### src/rtl/exec_ctrl_pkg.sv
// Shared definitions for the execute controller: instruction field layout,
// ALU function codes, FSM state encoding and an instruction field decoder.
package exec_ctrl_pkg;

  localparam int unsigned TIMEOUT_DEF = 16;

  localparam int FUNC_HI = 31;
  localparam int FUNC_LO = 26;
  localparam int RD_HI   = 25;
  localparam int RD_LO   = 21;
  localparam int RS_HI   = 20;
  localparam int RS_LO   = 16;
  localparam int RT_HI   = 15;
  localparam int RT_LO   = 11;
  localparam int IMM_HI  = 15;
  localparam int IMM_LO  = 0;

  localparam logic [5:0] FN_ADD = 6'd0;
  localparam logic [5:0] FN_SUB = 6'd1;
  localparam logic [5:0] FN_SHR = 6'd2;
  localparam logic [5:0] FN_SHL = 6'd3;
  localparam logic [5:0] FN_AND = 6'd4;
  localparam logic [5:0] FN_OR  = 6'd5;
  localparam logic [5:0] FN_XOR = 6'd6;
  localparam logic [5:0] FN_MV  = 6'd7;

  typedef enum logic [2:0] {
    ST_IDLE,
    ST_READ,
    ST_EXEC,
    ST_WB,
    ST_DRAIN,
    ST_FAULT
  } state_e;

  // rt and imm overlap in the encoding; both views are kept.
  typedef struct packed {
    logic [5:0]  func;
    logic [4:0]  rd;
    logic [4:0]  rs;
    logic [4:0]  rt;
    logic [15:0] imm;
  } instr_t;

  function automatic instr_t decode_instr(input logic [31:0] raw);
    instr_t d;
    d.func = raw[FUNC_HI:FUNC_LO];
    d.rd   = raw[RD_HI:RD_LO];
    d.rs   = raw[RS_HI:RS_LO];
    d.rt   = raw[RT_HI:RT_LO];
    d.imm  = raw[IMM_HI:IMM_LO];
    return d;
  endfunction

endpackage

### src/rtl/exec_ctrl_regfile.sv
// 32x32 register file: two enabled synchronous read ports, one write port,
// r0 hard-wired to zero, combinational debug read, synchronous clear.
module exec_ctrl_regfile
  import exec_ctrl_pkg::*;
(
  input  logic        clk,
  input  logic        rst,
  input  logic        rd_en,
  input  logic [4:0]  rd_addr_a,
  input  logic [4:0]  rd_addr_b,
  output logic [31:0] rd_data_a,
  output logic [31:0] rd_data_b,
  input  logic        we,
  input  logic [4:0]  wr_addr,
  input  logic [31:0] wr_data,
  input  logic [4:0]  dbg_addr,
  output logic [31:0] dbg_data
);

  logic [31:0] mem [32];

  // NOTE: the whole array is cleared on reset because the controller must
  // present all-zero registers after rst; this keeps it out of block RAM.
  always_ff @(posedge clk) begin
    if (rst) begin
      for (int i = 0; i < 32; i++) mem[i] <= '0;
      rd_data_a <= '0;
      rd_data_b <= '0;
    end else begin
      if (we && (wr_addr != 5'd0)) mem[wr_addr] <= wr_data;
      if (rd_en) begin
        rd_data_a <= (rd_addr_a == 5'd0) ? 32'd0 : mem[rd_addr_a];
        rd_data_b <= (rd_addr_b == 5'd0) ? 32'd0 : mem[rd_addr_b];
      end
    end
  end

  assign dbg_data = (dbg_addr == 5'd0) ? 32'd0 : mem[dbg_addr];

endmodule

### src/rtl/exec_ctrl.sv
// Single-issue execute controller: fetches operands, drives the ALU
// enable/ready handshake, writes the result back, and traps ALU timeouts.
module exec_ctrl
  import exec_ctrl_pkg::*;
#(
  parameter int unsigned TIMEOUT = TIMEOUT_DEF
) (
  input  logic        clk,
  input  logic        rst,
  input  logic [31:0] instr,
  input  logic        instr_valid,
  output logic        instr_ready,
  output logic        alu_en,
  output logic [5:0]  alu_func,
  output logic [31:0] alu_x1,
  output logic [31:0] alu_x2,
  output logic [15:0] alu_imm,
  input  logic [31:0] alu_y,
  input  logic        alu_rdy,
  output logic        wb_valid,
  output logic [4:0]  wb_addr,
  output logic [31:0] wb_data,
  output logic        busy,
  output logic        fault,
  input  logic [4:0]  dbg_addr,
  output logic [31:0] dbg_data
);

  localparam int CW = (TIMEOUT > 1) ? $clog2(TIMEOUT) : 1;
  localparam logic [CW-1:0] CNT_LAST = CW'(TIMEOUT - 1);

  state_e        state;
  instr_t        ir;
  logic [CW-1:0] cnt;

  always_ff @(posedge clk) begin
    if (rst) begin
      state    <= ST_IDLE;
      ir       <= '0;
      cnt      <= '0;
      alu_func <= '0;
      alu_imm  <= '0;
      wb_addr  <= '0;
      wb_data  <= '0;
    end else begin
      case (state)
        ST_IDLE: begin
          if (instr_valid) begin
            ir    <= decode_instr(instr);
            state <= ST_READ;
          end
        end
        ST_READ: begin
          alu_func <= ir.func;
          alu_imm  <= ir.imm;
          cnt      <= '0;
          state    <= ST_EXEC;
        end
        ST_EXEC: begin
          if (alu_rdy) begin
            wb_data <= alu_y;
            wb_addr <= ir.rd;
            state   <= ST_WB;
          end else if (cnt == CNT_LAST) begin
            state <= ST_FAULT;
          end else begin
            cnt <= cnt + 1'b1;
          end
        end
        ST_WB:    state <= ST_DRAIN;
        // Waiting for ready to fall guarantees a fresh enable edge next issue.
        ST_DRAIN: if (!alu_rdy) state <= ST_IDLE;
        ST_FAULT: state <= ST_FAULT;
        default:  state <= ST_IDLE;
      endcase
    end
  end

  assign instr_ready = (state == ST_IDLE);
  assign alu_en      = (state == ST_EXEC);
  assign wb_valid    = (state == ST_WB);
  assign busy        = (state != ST_IDLE);
  assign fault       = (state == ST_FAULT);

  exec_ctrl_regfile u_regfile (
    .clk       (clk),
    .rst       (rst),
    .rd_en     (state == ST_READ),
    .rd_addr_a (ir.rs),
    .rd_addr_b (ir.rt),
    .rd_data_a (alu_x1),
    .rd_data_b (alu_x2),
    .we        (state == ST_WB),
    .wr_addr   (wb_addr),
    .wr_data   (wb_data),
    .dbg_addr  (dbg_addr),
    .dbg_data  (dbg_data)
  );

endmodule
### config.mk
export PLATFORM = sky130hd
export DESIGN_NAME = exec_ctrl
export DESIGN_NICKNAME = d
export VERILOG_FILES = /design/src/rtl/exec_ctrl_pkg.sv /design/src/rtl/exec_ctrl_regfile.sv /design/src/rtl/exec_ctrl.sv
export SDC_FILE = /design/constraint.sdc
export NUM_CORES = 2
export LEC_CHECK = 0
export BUFFER_PORTS_ARGS = -buffer_cell sky130_fd_sc_hd__buf_2
export CAP_MARGIN = 20
export CORE_UTILIZATION = 63
export CTS_CLUSTER_DIAMETER = 120
export DETAILED_ROUTE_END_ITERATION = 10
export PLACE_DENSITY_LB_ADDON = 0.2
export RECOVER_POWER = 100
export SKIP_LAST_GASP = 1
export SLEW_MARGIN = 5
export SYNTH_ARGS = -nofsm -noshare
export SYNTH_HDL_FRONTEND = slang
export SYNTH_HIERARCHICAL = 1
export SYNTH_SLANG_ARGS = --single-unit
### constraint.sdc
create_clock -name clk -period 3.32 [get_ports clk]
set_input_delay 0.166 -clock clk [delete_from_list [all_inputs] [get_ports clk]]
set_output_delay 0.166 -clock clk [all_outputs]
set_load 0.01 [all_outputs]
==> impl_metrics.tcl <==
set metrics [dict create \
    layout-drive-gt1-share_pct 25.3 \
    async_flop_share_pct 0 \
    die_h_um 331 \
    cp.required_ps 3150 \
    avgRoutedWirePerCell_um 37.9 \
    core-area_um2 107000 \
    grt_pass1_vias 50100 \
    setup_viol 11 \
    ys_seq_area_share_pct 49.9 \
    p_sw_mw 10.5 \
    fin_ws_ps -88.7 \
    grt-ovfl-total 0 \
    critPathSlowestCell "a211oi_1" \
    num_rows 120 \
    io_pins 233 \
    clock_sinks 1186 \
    drt_first_iter_violations 8436 \
    cp_top_family "compound AO/OA/AOI/OAI gates" \
    hp-class "in -> reg" \
    place_congestion 0.970 \
    drt-total-wl_um 253000 \
    drt-vias-per-instance 7.56 \
    stdcell_area_um2 77300 \
    post-route-period-util_pct 103 \
    worstSkewPairLatency_ps 770 \
    timing.fmax_mhz 293 \
    synthesis.area_um2 68100 \
    final_common_cell "edfxtp_1" \
    clockBufferDepth 3 \
    ys_ff_latch 1186 \
    drv_cap 4 \
    switching_share_pct 27.0 \
    ir_drop_uv 534 \
    synth_area_per_cell_um2 14.0 \
    cts_setup_buffers 0 \
    slew_headroom_pct -13.2 \
    crit_arrival_ps 3240 \
    power.density_nw_per_um2 502 \
    ant_nets 0 \
    dp_hpwl_um 156000 \
    fin_worst_skew_ps 31.1 \
    critPathCaptureType "output port" \
    drt_pass1_iterations 11 \
    dp_worst_setup_slack_ps 282 \
    synth-main-ff-cell "edfxtp_1" \
    path_clk_slew_ps 60 \
    p_leak_nw 26.6 \
    internal_power_mw 28.3 \
    root_buffer "clkbuf_16" \
    tightest_slew_ps 1700 \
    area_growth_pct 13.4 \
    failed_checks "DRC, capacitance limit, slew limit, setup timing" \
    fin_nets 5219 \
    route.vias.total 50400 \
    crit_fanout 3 \
    ys_warn_count 6 \
    ys_types 56 \
    final_max_slew_viol_count 136 \
    status "complete, but fails checks" \
    antenna_found_initial 9 \
    critPathKind "reg -> out" \
    worst-path-buf-inv 2 \
    fp.dieW_um 331 \
    dieArea_um2 109000 \
    mostFrequentLayoutCells "edfxtp_1 (1,024), and2_1 (679), mux4_2 (608)" \
    start_util_pct 63.6 \
    pwr-share-seq_pct 44.6 \
    grt_max_degree 80 \
    cts_tree "built" \
    hold_violations 0 \
    drc 1 \
    combinationalPowerShare_pct 15.9 \
    synth_edf_count 1024 \
    grtUsageTotal_pct 46.3 \
    period_needed_ps 3410 \
    htree_levels 4 \
    placed_area_um2 72300 \
    cp-start-kind "flip-flop" \
    clock_power_share_pct 39.5 \
    synth_cells 4864 \
    grt_pass1_wl_um 353000 \
    path_cells "mux4_2 -> nor2b_1 -> a211oi_1 -> buf_4 -> a2111oi_2 -> clkbuf_1" \
    cpPeakStageDelay_ps 830 \
    numCtsBuffers 133 \
    portBuffers 232 \
    grt_setup_unrepaired "false" \
]
## cell type report
class	instances	area (um2)
multi-input combinational	3163	31900
fill	6902	29900
timing repair buffer	655	5080
antenna	4	10.0
clock inverter	69	785
tap	1403	1760
inverter	6	22.5
clock buffer	177	3690
sequential	1186	34000
## kinds of logic after synthesis
logic type                 share of synthesized area [%]
other                                            0.00550
and+or+nand+nor                                     12.3
DFF                                                 49.9
muxes                                               26.7
buffers and inverters                               3.72
adders and majority gates                         0.0184
AOI/OAI and AO/OA                                   7.35
## timing repair
action	in CTS	in global routing
setup endpoints to repair	0	1
gates resized for setup	0	1
hold buffers	94	0
endpoints found under the hold margin	79	0
## sequential cells by signal, summed over array words and instances (netlist names)
signal	count
alu_func	6
alu_imm	16
cnt	4
ir	32
state	3
u_regfile/mem	1024
u_regfile/rd_data_a	32
u_regfile/rd_data_b	32
wb_addr	5
wb_data	32
## synthesized netlist by cell type (2+ instances only)
master / number / share of area [%]
a221oi_1: 57 / 0.73
a2111oi_2: 22 / 0.48
a32oi_1: 64 / 0.82
or2_2: 31 / 0.28
and2_1: 996 / 9.1
buf_2: 131 / 0.96
nand2_1: 204 / 1.1
nor2b_1: 44 / 0.40
a211oi_1: 32 / 0.35
nand2b_1: 33 / 0.30
a2111oi_1: 10 / 0.15
and3b_1: 2 / 0.026
inv_1: 5 / 0.028
dfxtp_1: 162 / 4.8
buf_4: 26 / 0.29
a22oi_1: 116 / 1.3
mux4_2: 608 / 20
nand3_1: 6 / 0.044
nand4b_1: 2 / 0.026
edfxtp_1: 1024 / 45
nor3b_1: 3 / 0.033
nand4bb_1: 2 / 0.033
buf_6: 7 / 0.12
clkbuf_1: 359 / 2.0
mux2_2: 32 / 0.53
clkbuf_4: 2 / 0.022
a21oi_1: 108 / 0.79
a221oi_2: 7 / 0.15
nor2_1: 110 / 0.61
o211ai_1: 5 / 0.055
o221ai_1: 64 / 0.82
mux2i_1: 416 / 6.1
a22o_1: 128 / 1.6
and3_1: 3 / 0.028
nand3b_1: 7 / 0.077
buf_1: 4 / 0.022
buf_12: 10 / 0.29
or3_1: 4 / 0.037
## final timing paths
path	startpoint	to	slack, ps	depth (start not counted)
min	instr[13]	ir[18]	180	4
max reg2reg	state[0]	u_regfile/mem[4][17]	-30	10
min reg2reg	ir[6]	alu_imm[6]	450	2
max	u_regfile/mem[28][30]	dbg_data[30]	-90	6
## metal layers
metal,track usage (%),up-vias,routed length (um)
met1,58.2,24600,79600
li1,-,19500,-
met4,37.9,6,25900
met3,14.9,1218,40700
met5,0.826,-,153
met2,65.7,5011,106000
## through the flow
step	cells	power [mW]	TNS (ps)	hold slack [ps]	utilization, %
6_report	6663	38.8	-186	181	72.1
5_1_grt	6661	39.4	0	191	72.1
4_1_cts	6643	38.5	0	145	72.5
3_5_place_dp	6303	23.4	0	401	67.4
3_3_place_gp	6301	23.3	0	400	67.4
2_1_floorplan	4895	20.9	0	302	-
## worst register-to-register path, cell delays in order (launching register included)
cell and delay [ps]:
dfxtp_1 310, buf_4 190, nand2_1 60, nor2_1 100, clkbuf_1 490, nor3b_1 350, nand2b_1 90, buf_4 190
nor2_1 120, clkbuf_2 1010, and2_1 280
## power by group through the flow
stage / Sequential [mW] / Clock [mW] / Combinational [mW]
global placement: 17.6 / 0 / 5.69
CTS: 17.3 / 15.3 / 5.87
detailed placement: 17.6 / 0 / 5.75
floorplan: 17.3 / 0 / 3.63
global route: 17.4 / 15.9 / 6.21
finish: 17.3 / 15.3 / 6.16
(Power assumes the default switching activity.)
